==> config.mk <==
export PLATFORM = sky130hd
export DESIGN_NAME = imem_axi_burst_reader_flat
export DESIGN_NICKNAME = d
export VERILOG_FILES = /design/src/rtl/imem_axi_burst_reader_if.sv /design/src/rtl/imem_axi_burst_reader.sv /design/src/flat_wrapper.sv
export SDC_FILE = /design/constraint.sdc
export NUM_CORES = 1
export LEC_CHECK = 0
export ABC_CLOCK_PERIOD_IN_PS = 15500
export BUFFER_PORTS_ARGS = -buffer_cell sky130_fd_sc_hd__buf_2
export CAP_MARGIN = 20
export CORE_AREA = 2 2 462 464
export CTS_CLUSTER_DIAMETER = 120
export DETAILED_ROUTE_END_ITERATION = 6
export DIE_AREA = 0 0 464 466
export SLEW_MARGIN = 20
export SYNTH_ARGS = -nofsm -noshare
export SYNTH_HDL_FRONTEND = slang
export SYNTH_SLANG_ARGS = --single-unit
==> constraint.sdc <==
create_clock -name ap_clk -period 15.5 [get_ports ap_clk]
set_input_delay 0.775 -clock ap_clk [delete_from_list [all_inputs] [get_ports ap_clk]]
set_output_delay 0.775 -clock ap_clk [all_outputs]
set_load 0.005 [all_outputs]
==> src/rtl/imem_axi_burst_reader_if.sv <==
// Request, AXI4 read-address/read-data and instruction-memory stream signals
// of imem_axi_burst_reader, bundled so that one modport serves the engine.
interface imem_axi_burst_reader_if #(
    parameter int ADDR_W = 64,
    parameter int DATA_W = 512,
    parameter int LEN_W  = 16
);
    logic              req_valid;
    logic              req_ready;
    logic [ADDR_W-1:0] req_addr;
    logic [LEN_W-1:0]  req_beats;

    logic              m_axi_arvalid;
    logic              m_axi_arready;
    logic [ADDR_W-1:0] m_axi_araddr;
    logic [7:0]        m_axi_arlen;

    logic              m_axi_rvalid;
    logic              m_axi_rready;
    logic [DATA_W-1:0] m_axi_rdata;
    logic              m_axi_rlast;

    logic              out_valid;
    logic              out_ready;
    logic [DATA_W-1:0] out_data;
    logic              out_last;

    logic              done;
    logic              err;

    modport master (
        input  req_valid, req_addr, req_beats,
        output req_ready,
        output m_axi_arvalid, m_axi_araddr, m_axi_arlen,
        input  m_axi_arready,
        input  m_axi_rvalid, m_axi_rdata, m_axi_rlast,
        output m_axi_rready,
        output out_valid, out_data, out_last,
        input  out_ready,
        output done, err
    );

    modport slave (
        output req_valid, req_addr, req_beats,
        input  req_ready,
        input  m_axi_arvalid, m_axi_araddr, m_axi_arlen,
        output m_axi_arready,
        output m_axi_rvalid, m_axi_rdata, m_axi_rlast,
        input  m_axi_rready,
        input  out_valid, out_data, out_last,
        output out_ready,
        input  done, err
    );
endinterface

==> src/rtl/imem_axi_burst_reader.sv <==
// Splits one (address, beat count) request into AXI4 INCR read bursts that stay
// inside 4 KB pages. Optional rlast checker: define IMEM_AXI_RLAST_CHECK_EN.
module imem_axi_burst_reader #(
    parameter int ADDR_W          = 64,
    parameter int DATA_W          = 512,
    parameter int MAX_BURST_BEATS = 16,
    parameter int MAX_OUTSTANDING = 4,
    parameter int LEN_W           = 16
) (
    input logic                     ap_clk,
    input logic                     ap_rst,
    imem_axi_burst_reader_if.master bus
);
    localparam int BPB   = DATA_W / 8;
    localparam int OFF_W = $clog2(BPB);
    localparam int CW    = (LEN_W > 13) ? LEN_W : 13;
    localparam int OW    = $clog2(MAX_OUTSTANDING + 1);

    typedef enum logic [1:0] {
        S_IDLE,
        S_BUSY,
        S_DONE
    } state_t;

    state_t            state;
    state_t            state_nx;
    logic [ADDR_W-1:0] addr;
    logic [LEN_W-1:0]  ar_rem;
    logic [LEN_W-1:0]  r_rem;
    logic [OW-1:0]     outstanding;

    logic [CW-1:0]     page_beats;
    logic [CW-1:0]     len;
    logic              busy;
    logic              req_ready;
    logic              ar_valid;
    logic              rready;
    logic              req_hs;
    logic              ar_hs;
    logic              r_hs;
    logic              r_last_hs;
    logic              unused_addr_lsb;

    assign busy      = (state == S_BUSY);
    assign req_ready = (state == S_IDLE) && !ap_rst;
    assign ar_valid  = busy && (ar_rem != '0) && (outstanding < OW'(MAX_OUTSTANDING));
    assign rready    = bus.out_ready && busy;

    assign req_hs    = bus.req_valid && req_ready;
    assign ar_hs     = ar_valid && bus.m_axi_arready;
    assign r_hs      = bus.m_axi_rvalid && rready;
    assign r_last_hs = r_hs && bus.m_axi_rlast && (outstanding != '0);

    // Burst length is the smallest of remaining beats, the burst cap and the
    // beats left before the next 4 KB page.
    always_comb begin
        page_beats = CW'((13'd4096 - {1'b0, addr[11:0]}) >> OFF_W);
        len        = CW'(ar_rem);
        if (len > CW'(MAX_BURST_BEATS)) len = CW'(MAX_BURST_BEATS);
        if (len > page_beats)           len = page_beats;
    end

    assign bus.req_ready     = req_ready;
    assign bus.m_axi_arvalid = ar_valid;
    assign bus.m_axi_araddr  = addr;
    assign bus.m_axi_arlen   = ar_valid ? 8'(len - CW'(1)) : 8'd0;
    assign bus.m_axi_rready  = rready;
    assign bus.out_valid     = bus.m_axi_rvalid && busy;
    assign bus.out_data      = bus.m_axi_rdata;
    assign bus.out_last      = (r_rem == LEN_W'(1));
    assign bus.done          = (state == S_DONE);

    // Sub-beat address bits are discarded on purpose.
    assign unused_addr_lsb = &{1'b0, bus.req_addr[OFF_W-1:0]};

    always_ff @(posedge ap_clk or posedge ap_rst) begin
        if (ap_rst) state <= S_IDLE;
        else        state <= state_nx;
    end

    // NOTE: every always_comb output gets a default first so no path leaves it
    // unassigned; otherwise synthesis infers a latch to hold the old value.
    always_comb begin
        state_nx = state;
        unique case (state)
            S_IDLE: if (req_hs) state_nx = (bus.req_beats == '0) ? S_DONE : S_BUSY;
            S_BUSY: if (r_hs && (r_rem == LEN_W'(1))) state_nx = S_DONE;
            S_DONE: state_nx = S_IDLE;
            default: state_nx = S_IDLE;
        endcase
    end

    // NOTE: clocked state uses non-blocking (<=) so every flop samples the
    // pre-edge values; blocking (=) here would create order-dependent races.
    always_ff @(posedge ap_clk or posedge ap_rst) begin
        if (ap_rst) begin
            addr        <= '0;
            ar_rem      <= '0;
            r_rem       <= '0;
            outstanding <= '0;
        end else begin
            if (req_hs) begin
                addr   <= {bus.req_addr[ADDR_W-1:OFF_W], {OFF_W{1'b0}}};
                ar_rem <= bus.req_beats;
                r_rem  <= bus.req_beats;
            end else begin
                if (ar_hs) begin
                    addr   <= addr + (ADDR_W'(len) << OFF_W);
                    ar_rem <= ar_rem - LEN_W'(len);
                end
                if (r_hs) r_rem <= r_rem - LEN_W'(1);
            end
            unique case ({ar_hs, r_last_hs})
                2'b10:   outstanding <= outstanding + OW'(1);
                2'b01:   outstanding <= outstanding - OW'(1);
                default: outstanding <= outstanding;
            endcase
        end
    end

`ifdef IMEM_AXI_RLAST_CHECK_EN
    localparam int PW = (MAX_OUTSTANDING > 1) ? $clog2(MAX_OUTSTANDING) : 1;

    logic [7:0]    len_fifo [MAX_OUTSTANDING];
    logic [PW-1:0] wr_ptr;
    logic [PW-1:0] rd_ptr;
    logic [7:0]    beat_cnt;
    logic          exp_last;
    logic          err_q;

    function automatic logic [PW-1:0] ptr_inc(input logic [PW-1:0] p);
        return (p == PW'(MAX_OUTSTANDING - 1)) ? '0 : p + PW'(1);
    endfunction

    // The FIFO holds exactly one arlen per outstanding burst, in issue order.
    assign exp_last = (beat_cnt == len_fifo[rd_ptr]);

    // NOTE: storage arrays carry no reset; the pointers define which entries
    // are valid, and leaving the RAM unreset lets it map onto LUTRAM/BRAM.
    always_ff @(posedge ap_clk) begin
        if (ar_hs) len_fifo[wr_ptr] <= bus.m_axi_arlen;
    end

    always_ff @(posedge ap_clk or posedge ap_rst) begin
        if (ap_rst) begin
            wr_ptr   <= '0;
            rd_ptr   <= '0;
            beat_cnt <= '0;
            err_q    <= 1'b0;
        end else begin
            if (ar_hs) wr_ptr <= ptr_inc(wr_ptr);
            if (req_hs) begin
                err_q <= 1'b0;
            end else if (r_hs && ((outstanding == '0) || (bus.m_axi_rlast != exp_last))) begin
                err_q <= 1'b1;
            end
            if (r_hs && (outstanding != '0)) begin
                if (bus.m_axi_rlast) begin
                    rd_ptr   <= ptr_inc(rd_ptr);
                    beat_cnt <= '0;
                end else begin
                    beat_cnt <= beat_cnt + 8'd1;
                end
            end
        end
    end

    assign bus.err = err_q;
`else
    assign bus.err = 1'b0;
`endif

endmodule

==> src/flat_wrapper.sv <==
// flat-port wrapper written by rule: the top's interface ports become plain ports
module imem_axi_burst_reader_flat 
#(
    parameter int ADDR_W          = 64,
    parameter int DATA_W          = 512,
    parameter int MAX_BURST_BEATS = 16,
    parameter int MAX_OUTSTANDING = 4,
    parameter int LEN_W           = 16
)
  (ap_clk, ap_rst, bus_req_valid, bus_req_addr, bus_req_beats, bus_req_ready, bus_m_axi_arvalid, bus_m_axi_araddr, bus_m_axi_arlen, bus_m_axi_arready, bus_m_axi_rvalid, bus_m_axi_rdata, bus_m_axi_rlast, bus_m_axi_rready, bus_out_valid, bus_out_data, bus_out_last, bus_out_ready, bus_done, bus_err);
  imem_axi_burst_reader_if #(.ADDR_W(ADDR_W), .DATA_W(DATA_W), .LEN_W(LEN_W)) bus_i ();
  input logic ap_clk;
  input logic ap_rst;
  input wire logic [$bits(bus_i.req_valid)-1:0] bus_req_valid;
  input wire logic [$bits(bus_i.req_addr)-1:0] bus_req_addr;
  input wire logic [$bits(bus_i.req_beats)-1:0] bus_req_beats;
  output wire logic [$bits(bus_i.req_ready)-1:0] bus_req_ready;
  output wire logic [$bits(bus_i.m_axi_arvalid)-1:0] bus_m_axi_arvalid;
  output wire logic [$bits(bus_i.m_axi_araddr)-1:0] bus_m_axi_araddr;
  output wire logic [$bits(bus_i.m_axi_arlen)-1:0] bus_m_axi_arlen;
  input wire logic [$bits(bus_i.m_axi_arready)-1:0] bus_m_axi_arready;
  input wire logic [$bits(bus_i.m_axi_rvalid)-1:0] bus_m_axi_rvalid;
  input wire logic [$bits(bus_i.m_axi_rdata)-1:0] bus_m_axi_rdata;
  input wire logic [$bits(bus_i.m_axi_rlast)-1:0] bus_m_axi_rlast;
  output wire logic [$bits(bus_i.m_axi_rready)-1:0] bus_m_axi_rready;
  output wire logic [$bits(bus_i.out_valid)-1:0] bus_out_valid;
  output wire logic [$bits(bus_i.out_data)-1:0] bus_out_data;
  output wire logic [$bits(bus_i.out_last)-1:0] bus_out_last;
  input wire logic [$bits(bus_i.out_ready)-1:0] bus_out_ready;
  output wire logic [$bits(bus_i.done)-1:0] bus_done;
  output wire logic [$bits(bus_i.err)-1:0] bus_err;
  assign bus_i.req_valid = bus_req_valid;
  assign bus_i.req_addr = bus_req_addr;
  assign bus_i.req_beats = bus_req_beats;
  assign bus_req_ready = bus_i.req_ready;
  assign bus_m_axi_arvalid = bus_i.m_axi_arvalid;
  assign bus_m_axi_araddr = bus_i.m_axi_araddr;
  assign bus_m_axi_arlen = bus_i.m_axi_arlen;
  assign bus_i.m_axi_arready = bus_m_axi_arready;
  assign bus_i.m_axi_rvalid = bus_m_axi_rvalid;
  assign bus_i.m_axi_rdata = bus_m_axi_rdata;
  assign bus_i.m_axi_rlast = bus_m_axi_rlast;
  assign bus_m_axi_rready = bus_i.m_axi_rready;
  assign bus_out_valid = bus_i.out_valid;
  assign bus_out_data = bus_i.out_data;
  assign bus_out_last = bus_i.out_last;
  assign bus_i.out_ready = bus_out_ready;
  assign bus_done = bus_i.done;
  assign bus_err = bus_i.err;
  imem_axi_burst_reader #(.ADDR_W(ADDR_W), .DATA_W(DATA_W), .MAX_BURST_BEATS(MAX_BURST_BEATS), .MAX_OUTSTANDING(MAX_OUTSTANDING), .LEN_W(LEN_W)) u_core (.ap_clk(ap_clk), .ap_rst(ap_rst), .bus(bus_i));
endmodule
==> results of run 1 <==
[worst max path at each step]
stage | to | cells past startpoint | start
final | u_core.bus.m_axi_araddr[62]$_DFFE_PP0N_ | 23 | u_core.ar_rem[12]$_DFFE_PP0N_
after floorplan | u_core.bus.m_axi_araddr[62]$_DFFE_PP0N_ | 22 | u_core.ar_rem[1]$_DFFE_PP0N_
after detailed placement | u_core.bus.m_axi_araddr[62]$_DFFE_PP0N_ | 23 | u_core.ar_rem[12]$_DFFE_PP0N_
after CTS | u_core.bus.m_axi_araddr[62]$_DFFE_PP0N_ | 23 | u_core.ar_rem[12]$_DFFE_PP0N_
after global placement | u_core.bus.m_axi_araddr[58]$_DFFE_PP0N_ | 23 | u_core.ar_rem[12]$_DFFE_PP0N_
after global routing | u_core.bus.m_axi_araddr[58]$_DFFE_PP0N_ | 23 | u_core.ar_rem[12]$_DFFE_PP0N_
[layer usage]
| metal | GRT usage, % | up-vias | part of all wire [%] |
|---|---|---|---|
| met5 | 0.615 | - | 0.27 |
| met3 | 11.0 | 357 | 25 |
| met1 | 5.51 | 4021 | 20 |
| li1 | - | 3515 | - |
| met4 | 6.37 | 18 | 7.2 |
| met2 | 16.1 | 961 | 48 |
[critical path, delay by kind of cell, from the launching register on]
| family | cells | cell delay, ns |
|---|---|---|
| buffers and inverters | 2 | 0.29 |
| AOI/OAI and AO/OA | 7 | 1.96 |
| DFF | 1 | 0.42 |
| adders and majority gates | 3 | 0.90 |
| and+or+nand+nor | 11 | 3.18 |
[power groups by stage]
stage | logic [mW] | registers (mW) | clock network, mW
2_1_floorplan | 0.787 | 0.459 | 0
3_3_place_gp | 1.07 | 0.557 | 0
3_5_place_dp | 1.08 | 0.562 | 0
4_1_cts | 1.08 | 0.559 | 0.256
5_1_grt | 1.18 | 0.565 | 0.261
6_report | 1.07 | 0.546 | 0.246
[registers in the layout (all words and copies together), names as in the netlist]
signal and count:
u_core.bus.m_axi_araddr 58, u_core.ar_rem 16, u_core.r_rem 16, u_core.outstanding 3, u_core.state 2
[cells in the mapped netlist, types with 3 or more instances]
cell,instances
sky130_fd_sc_hd__nor4_1,22
sky130_fd_sc_hd__ha_1,45
sky130_fd_sc_hd__o21ai_0,61
sky130_fd_sc_hd__and3_1,8
sky130_fd_sc_hd__and2_1,6
sky130_fd_sc_hd__a221o_1,25
sky130_fd_sc_hd__a22oi_1,14
sky130_fd_sc_hd__mux2i_1,3
sky130_fd_sc_hd__a21oi_1,35
sky130_fd_sc_hd__a32o_1,3
sky130_fd_sc_hd__a41oi_1,3
sky130_fd_sc_hd__nor3b_1,7
sky130_fd_sc_hd__inv_1,38
sky130_fd_sc_hd__nor2_1,63
sky130_fd_sc_hd__mux2_2,8
sky130_fd_sc_hd__or4_1,7
sky130_fd_sc_hd__buf_4,519
sky130_fd_sc_hd__xor2_1,19
sky130_fd_sc_hd__clkbuf_1,32
sky130_fd_sc_hd__nor3_1,25
sky130_fd_sc_hd__nand2_1,104
sky130_fd_sc_hd__a211oi_1,6
sky130_fd_sc_hd__a21o_1,16
sky130_fd_sc_hd__or2_2,5
sky130_fd_sc_hd__a211o_1,3
sky130_fd_sc_hd__xnor2_1,16
sky130_fd_sc_hd__nand3_1,29
sky130_fd_sc_hd__o311ai_0,22
sky130_fd_sc_hd__buf_1,4
sky130_fd_sc_hd__nand2b_1,5
sky130_fd_sc_hd__o211ai_1,30
sky130_fd_sc_hd__dfrtp_1,95
sky130_fd_sc_hd__or3_1,8
sky130_fd_sc_hd__o31ai_1,5
sky130_fd_sc_hd__o41ai_1,4
sky130_fd_sc_hd__fa_1,3
sky130_fd_sc_hd__a31oi_1,8
sky130_fd_sc_hd__nor2b_1,7
sky130_fd_sc_hd__nand4_1,20
[final cells by class]
cell class | instances | area [sq um]
repair buffers | 167 | 873
clock buffers | 9 | 225
well taps | 2821 | 3530
diodes | 9 | 22.5
fillers | 24900 | 199000
flip-flops and latches | 95 | 2380
multi-input cells | 698 | 4550
clock inverters | 7 | 78.8
inverters | 39 | 149
[cells in the final DEF, fill, tap and decap left out, types with 4 or more instances in the layout]
master	netlist	layout
sky130_fd_sc_hd__inv_1	38	36
sky130_fd_sc_hd__buf_4	519	15
sky130_fd_sc_hd__xnor2_1	16	16
sky130_fd_sc_hd__dfrtp_1	95	95
sky130_fd_sc_hd__a221o_1	25	25
sky130_fd_sc_hd__o31ai_1	5	5
sky130_fd_sc_hd__o41ai_1	4	4
sky130_fd_sc_hd__and3_1	8	8
sky130_fd_sc_hd__nand3_1	29	29
sky130_fd_sc_hd__nor2b_1	7	7
sky130_fd_sc_hd__or3_1	8	8
sky130_fd_sc_hd__a22oi_1	14	14
sky130_fd_sc_hd__ha_1	45	45
sky130_fd_sc_hd__conb_1	2	26
sky130_fd_sc_hd__xor2_1	19	19
sky130_fd_sc_hd__and2_1	6	6
sky130_fd_sc_hd__nor3_1	25	24
sky130_fd_sc_hd__mux2_2	8	8
sky130_fd_sc_hd__nand2b_1	5	5
sky130_fd_sc_hd__o211ai_1	30	30
sky130_fd_sc_hd__or4_1	7	7
sky130_fd_sc_hd__diode_2	0	9
sky130_fd_sc_hd__a211oi_1	6	6
sky130_fd_sc_hd__a21o_1	16	16
sky130_fd_sc_hd__a21oi_1	35	35
sky130_fd_sc_hd__nor2_1	63	61
sky130_fd_sc_hd__buf_2	2	152
sky130_fd_sc_hd__o21ai_0	61	61
sky130_fd_sc_hd__a31oi_1	8	8
sky130_fd_sc_hd__nand2_1	104	103
sky130_fd_sc_hd__nor4_1	22	22
sky130_fd_sc_hd__o311ai_0	22	22
sky130_fd_sc_hd__nor3b_1	7	7
sky130_fd_sc_hd__nand4_1	20	20
sky130_fd_sc_hd__or2_2	5	5
sky130_fd_sc_hd__clkbuf_16	0	9
[logic make-up after synthesis]
| logic type | after synthesis | share of synthesized area (%) |
|---|---|---|
| xor+xnor | 35 | 2.79 |
| flops | 95 | 21.6 |
| buf+inv | 596 | 38.1 |
| simple gates | 326 | 14.7 |
| mux | 11 | 1.09 |
| fa+ha+maj | 48 | 5.66 |
| compound gates | 252 | 16.1 |
| other cells | 2 | 0.0682 |
[through the flow]
step           total power [mW]  instance area [sq um]  hold WS (ns)
3_3_place_gp               1.62                  11500         0.488
5_1_grt                    2.01                  11800         0.535
2_1_floorplan              1.25                  11100         0.469
3_5_place_dp               1.64                  11500         0.499
6_report                   1.87                  11800         0.515
4_1_cts                    1.90                  11800         0.522
==> results.txt, run 1 <==
- In the final design database the tool counted 1657 nets.
* Class of the tightest hold or removal check: in -> async
- DR vias: 8872
* Worst max-slew margin expressed relative to the limit: 28.4%
- Number of cells produced by synthesis: 1365
- The critical path goes through nor4_1 > nand3_1 > a21oi_1 > nand2_1 > ha_1 > nor2b_1 > o211ai_1 > a21o_1 > a21oi_1 > nand2_1 > o21ai_0 > ha_1 > inv_1 > fa_1 > nand3b_1 > a31oi_1 > o211ai_1 > nor3_1 > nor3_1 > buf_4 > or4_1 > or4_1 > nand3_1.
- The floorplan has 169 rows.
- The startpoint identified for the worst register-to-register timing path is u_core.ar_rem[12]$_DFFE_PP0N_.
* Worst vdd rail ir drop: 0.0534 mV
- The biggest area contributor in the post-synthesis netlist is sky130_fd_sc_hd__buf_4.
- Detailed placement finished with a half-perimeter wire length of 98400 microns.
- Number of levels in the clock H-tree: 3
- Share of synthesized flip-flops with an asynchronous set or reset: 100%
- Maximum fanout encountered on the critical timing path: 13
- Clk root buf: sky130_fd_sc_hd__clkbuf_16
- Number of global-route vias before repair: 8328
* R2r setup slk: 8.67 ns
- Average wire length per cell after detail routing: 28.3 microns
- P_int: 887 uW
- After clock tree synthesis, the setup repair step added 0 buffers.
* Antenna violations before repair: 28
* CTS Hold Buffers Added: 0
* Buffer depth of the longest clock path: 2
- The worst setup path is captured at a register.
* Slowest CP cell: sky130_fd_sc_hd__or4_1
* Distinct cell type count of the synthesized netlist: 62
* Type of the worst setup path: reg -> reg
- Transition time at the pin with the least slew margin: 1.07 ns
* Critical Path Max Stage Delay: 0.67 ns
- After synthesis, the largest area contributor takes up 35.4% of total cell area.
- In this run, CTS created clock tree buffers numbering 9.
- Fraction of power consumed by combinational cells: 57.5%
* TritonCTS clock tree: built
- The pre-antenna-repair detailed-routing pass consisted of 5 iterations.
* Highest clock frequency the design can meet: 146 MHz
- Yosys mapped a number of flops with a built-in enable equal to 0.
* Count of warnings emitted by yosys: 0
- Clock latency on the worst-skew pair, taken at its later pin, is 0.40 ns.
- Measured on the finished design, the core utilization comes to 5.59%.
* Post-CTS sizing: 0
* Average instance area after synthesis: 8.06 sq um
* Arrival time worst endpoint: 7.17 ns
- Part of the power in the clock network: 13.2%
* Least setup slack across all paths after layout: 8.67 ns
- Max-capacitance violation count: 0
* Count of boundary I/O pins: 1190
- Top area cells in the synthesized netlist: sky130_fd_sc_hd__buf_4, sky130_fd_sc_hd__dfrtp_1, sky130_fd_sc_hd__ha_1
- For this design, the sink count on the clock tree is 95.
* Clk slew on worst S/H paths: 0.09 ns
- For this block, the initial DRC count from the detailed router was 610.
- Sequential cells account for 29.3% of the total power.
- Pre-CTS setup slack: 8.72 ns
* Floorplan Core Area: 211000 sq um
- Ratio of final minimum period to clock period: 44.0%
- From synthesis to final layout, the design area changed by 7.28%.
* Setup Viol. Count Final: 0
* Result of the run: finished clean
- Dividing the detail-routed via count by the number of cells gives 2.31.
- The die covers 216000 sq um.
* P_leak: 3.82 nW
* Starting density of the core: 5.21%
- Non-filler instance count after layout: 3845
- The total overflow left after global routing is 0.
* I/O Buffers: 152
- In the routed design, unresolved DRC markers number 0.
- Cells on worst reg2reg path: 23
- Routed WL: 109000 microns
- Measured along the x axis, the die boundary spans 464 microns.
* Total routing usage reported by global routing: 9.60%
- Final weighted congestion of routability-driven global placement: 0.811
- Switching portion of total power: 52.5%
- Switching pwr: 979 uW
- Required time of the critical path: 15.84 ns
- The detail route stage leaves a number of antenna-violating nets equal to 0.
- Final sum of negative setup slack: 0 ns
* Areal power density over the cells: 158 nW/um^2
- Share of layout cells above drive strength 1: 20.7%
- Capture point of the worst reg-to-reg path: u_core.bus.m_axi_araddr[62]$_DFFE_PP0N_
* Sequential element share of the synthesized area: 21.6%
- The clock arrives with 0.0185 ns of skew.
* Placed cell count: 3820
- The count of pins over their slew limit is 0.
- Final number of hold-violating endpoints: 0
- After synthesis the netlist holds a flip-flop and latch count of 95.
* Setup repair after global routing missed its margin: false
- Kind of start point of the critical path: register
- The die is 466 microns tall.
- The clock period could shrink to 6.83 ns.
- The first global-routing pass estimated 127000 microns of wire.
- Among all flip-flop cells after synthesis, the most frequent one is sky130_fd_sc_hd__dfrtp_1.
- Cell Area, Synth: 11000 sq um
* Maximum number of pins on one net before global-route repair: 62
Note: power is estimated with default switching activity, not from simulation.
==> inputs of run 2 (changes only) <==
Settings changed: ABC_CLOCK_PERIOD_IN_PS 15500 to 5900, CORE_AREA 2 2 462 464 to 2 2 460 462, DIE_AREA 0 0 464 466 to 0 0 462 464.
Clock period 15.5 ns to 5.9 ns, I/O delays scaled along.
==> run 2 against run 1 <==
Setup slack worse by 8.3 ns. Critical path depth down 3. Critical path type unchanged. Cell count about the same. Sequential share of layout area decreased by 0.17 points. Die area down 0.86%. Cell area rose by 0.83%. Wire length fell by 0.83%. Maximum frequency increased by 24%. Clock skew decreased by 0.0015 ns. Non-clock buffer count increased by 10.
==> results.txt, run 2 (synthesis gave the netlist of run 1 again) <==
- The run finished with clean final reports.
* GRT busiest layer: met2
- For the worst setup path, the data required time is 6.20 ns.
* Most common library cell in the layout ignoring fill and taps: sky130_fd_sc_hd__buf_2
- Clk root buf: sky130_fd_sc_hd__clkbuf_16
* Critical Path Max Stage Delay: 0.68 ns
* Highest clock frequency the design can meet: 182 MHz
- TritonCTS created 9 clock buffers.
- Placed standard-cell area: 11500 sq um
- Worst max-slew margin expressed relative to the limit: 40.8%
- Entering global routing, the biggest net connects 74 pins.
* Final sum of negative setup slack: 0 ns
* Global-route wire length before repair: 126000 microns
- Final period demand of the worst path: 5.49 ns
* Average wire length per cell after detail routing: 28.1 microns
- CTS saw 95 sinks.
- Before antenna repair, the detailed router went through 5 iterations.
- Cells with a size suffix above 1 make up 21.5% of the layout.
- Dominant delay contributor by cell family on the critical path: simple AND/OR/NAND/NOR gates
* Final number of hold-violating endpoints: 0
- The via count of the first global-routing pass came to 8466.
- IR analysis of the VDD net gives a maximum drop of 0.154 mV.
- The floorplan has 168 rows.
- Setup repair after global routing missed its margin: false
- TritonCTS built the clock tree.
- Antenna violations before repair: 47
- Detailed-route vias per instance: 2.29
- The detailed router finished its first iteration with 615 violations.
- Slowest CP cell: sky130_fd_sc_hd__or4_1
- Design Area, Final: 11900 sq um
- Clk slew on worst S/H paths: 0.08 ns
* Final weighted congestion of routability-driven global placement: 0.800
* Full die area: 214000 sq um
* Number of levels in the clock H-tree: 3
- By startpoint and endpoint, the worst setup path is classified as reg -> reg.
- At the later pin of the worst-skew pair, clock insertion delay measures 0.37 ns.
* Total grt overflow: 0
* Max reg flops: 58
- Kind of start point of the critical path: register
* Most used cell along the critical path: sky130_fd_sc_hd__or4_1
- Measured along the x axis, the die boundary spans 462 microns.
* Non-filler instance count after layout: 3842
- In the final design database the tool counted 1667 nets.
* DR vias: 8815
- Transition time at the pin with the least slew margin: 0.886 ns
- In the global route stage, met3 resource usage came out at 10.5%.
- Ratio of final minimum period to clock period: 93.1%
* Starting density of the core: 5.26%
- Placed cell count: 3812
- Maximum fanout encountered on the critical timing path: 7
- The floorplan step set the die height to 464 microns.
- Wires add up to 108000 microns.
* Worst clock skew on the final layout: 0.0170 ns
- I/O Buffers: 152
- Commonest non-fill, non-tap cells in the layout: sky130_fd_sc_hd__buf_2, sky130_fd_sc_hd__nand2_1, sky130_fd_sc_hd__dfrtp_1
- Filler cell count in the final layout: 24700
- In this run the count of I/O pins placed on the die edge is 1190.
- Area Growth Syn to Fin: 8.16%
- Antenna Violating Nets Remaining: 0
- In this run the post-CTS setup repair buffer count came out at 0.
- The critical path contains buffers and inverters numbering 2 combined.
- Half-perimeter wire length after detailed placement: 98600 microns
- Buffer depth of the longest clock path: 2
- Global routing used 9.62% of the available tracks.
- The count of pins over their slew limit was 0.
- Setup Viol. Count Final: 0
* Arrival time worst endpoint: 5.79 ns
* Count of unresolved DRC violations after routing: 0
- Max-capacitance violation count: 0
- The worst hold path belongs to the class in -> reg.
- The worst setup path is captured at a register.
- In the global route stage, met2 resource usage came out at 16.5%.
- The analysis attributes to cell leakage a power of 3.88 nW.
- GRT met1 Usage: 5.81%
- For this design the ratio of total power to cell area is 414 nW/um^2.
- The critical path goes through or4_1 > a21oi_2 > nand2_1 > inv_1 > ha_1 > a21oi_1 > a21o_1 > a21oi_2 > o21ai_0 > ha_1 > inv_1 > fa_1 > nand3b_1 > a31oi_1 > o211ai_1 > nor3_1 > nor3_1 > or4_1 > or4_1 > nand3_1.
* Floorplan Core Area: 209000 sq um
## run 2: what timing repair did
item,in CTS,in global routing
endpoints found under the setup margin,0,17
hold buffers,1,0
gates resized for setup,0,5
endpoints found under the hold margin,22,0
## run 2: cell type report
class | count | area, sq um | share of cell area (%)
Inverter | 39 | 148 | 1.24
Tap cell | 2805 | 3510 | 29.5
Multi-Input combinational cell | 698 | 4560 | 38.3
Antenna cell | 13 | 32.5 | 0.273
Clock inverter | 6 | 78.8 | 0.662
Sequential cell | 95 | 2380 | 20.0
Timing Repair Buffer | 177 | 971 | 8.16
Clock buffer | 9 | 225 | 1.89
## run 2: path summary, 6_finish.rpt
path	cells after the start	to	slack, ns	from
min in group asynchronous	3	u_core.bus.m_axi_araddr[47]$_DFFE_PP0N_	0.56	ap_rst
setup / recovery	20	u_core.bus.m_axi_araddr[58]$_DFFE_PP0N_	0.41	u_core.ar_rem[1]$_DFFE_PP0N_
hold reg to reg	1	u_core.outstanding[0]$_DFFE_PP0P_	0.52	u_core.outstanding[0]$_DFFE_PP0P_
hold / removal	2	u_core.bus.m_axi_araddr[22]$_DFFE_PP0N_	0.16	bus_req_addr[22]
max in group asynchronous	5	u_core.ar_rem[4]$_DFFE_PP0N_	4.25	ap_rst
setup reg to reg	20	u_core.bus.m_axi_araddr[58]$_DFFE_PP0N_	0.41	u_core.ar_rem[1]$_DFFE_PP0N_
## run 2: where the power goes
group	switching (mW)	total (mW)	internal [mW]
registers	0.455	1.38	0.923
clock network	0.298	0.631	0.334
logic	1.77	2.91	1.15
## run 2: per-stage QoR
stage | hold WS [ns] | util (%) | total power, mW | setup WS, ns
final | 0.155 | 5.69 | 4.93 | 0.409
after global routing | 0.152 | 5.68 | 5.33 | 0.0175
after CTS | 0.144 | 5.65 | 5.05 | 0.225
after detailed placement | 0.333 | 5.50 | 4.39 | 0.242
after global placement | 0.324 | 5.50 | 4.33 | 0.192
after floorplan | 0.411 | - | 3.27 | 0.579
## run 2: routing by layer
metal | share of wire [%] | routed length (microns)
met2 | 48 | 52200
met3 | 25 | 27000
met5 | 0.10 | 109
met1 | 20 | 21600
met4 | 6.5 | 7060
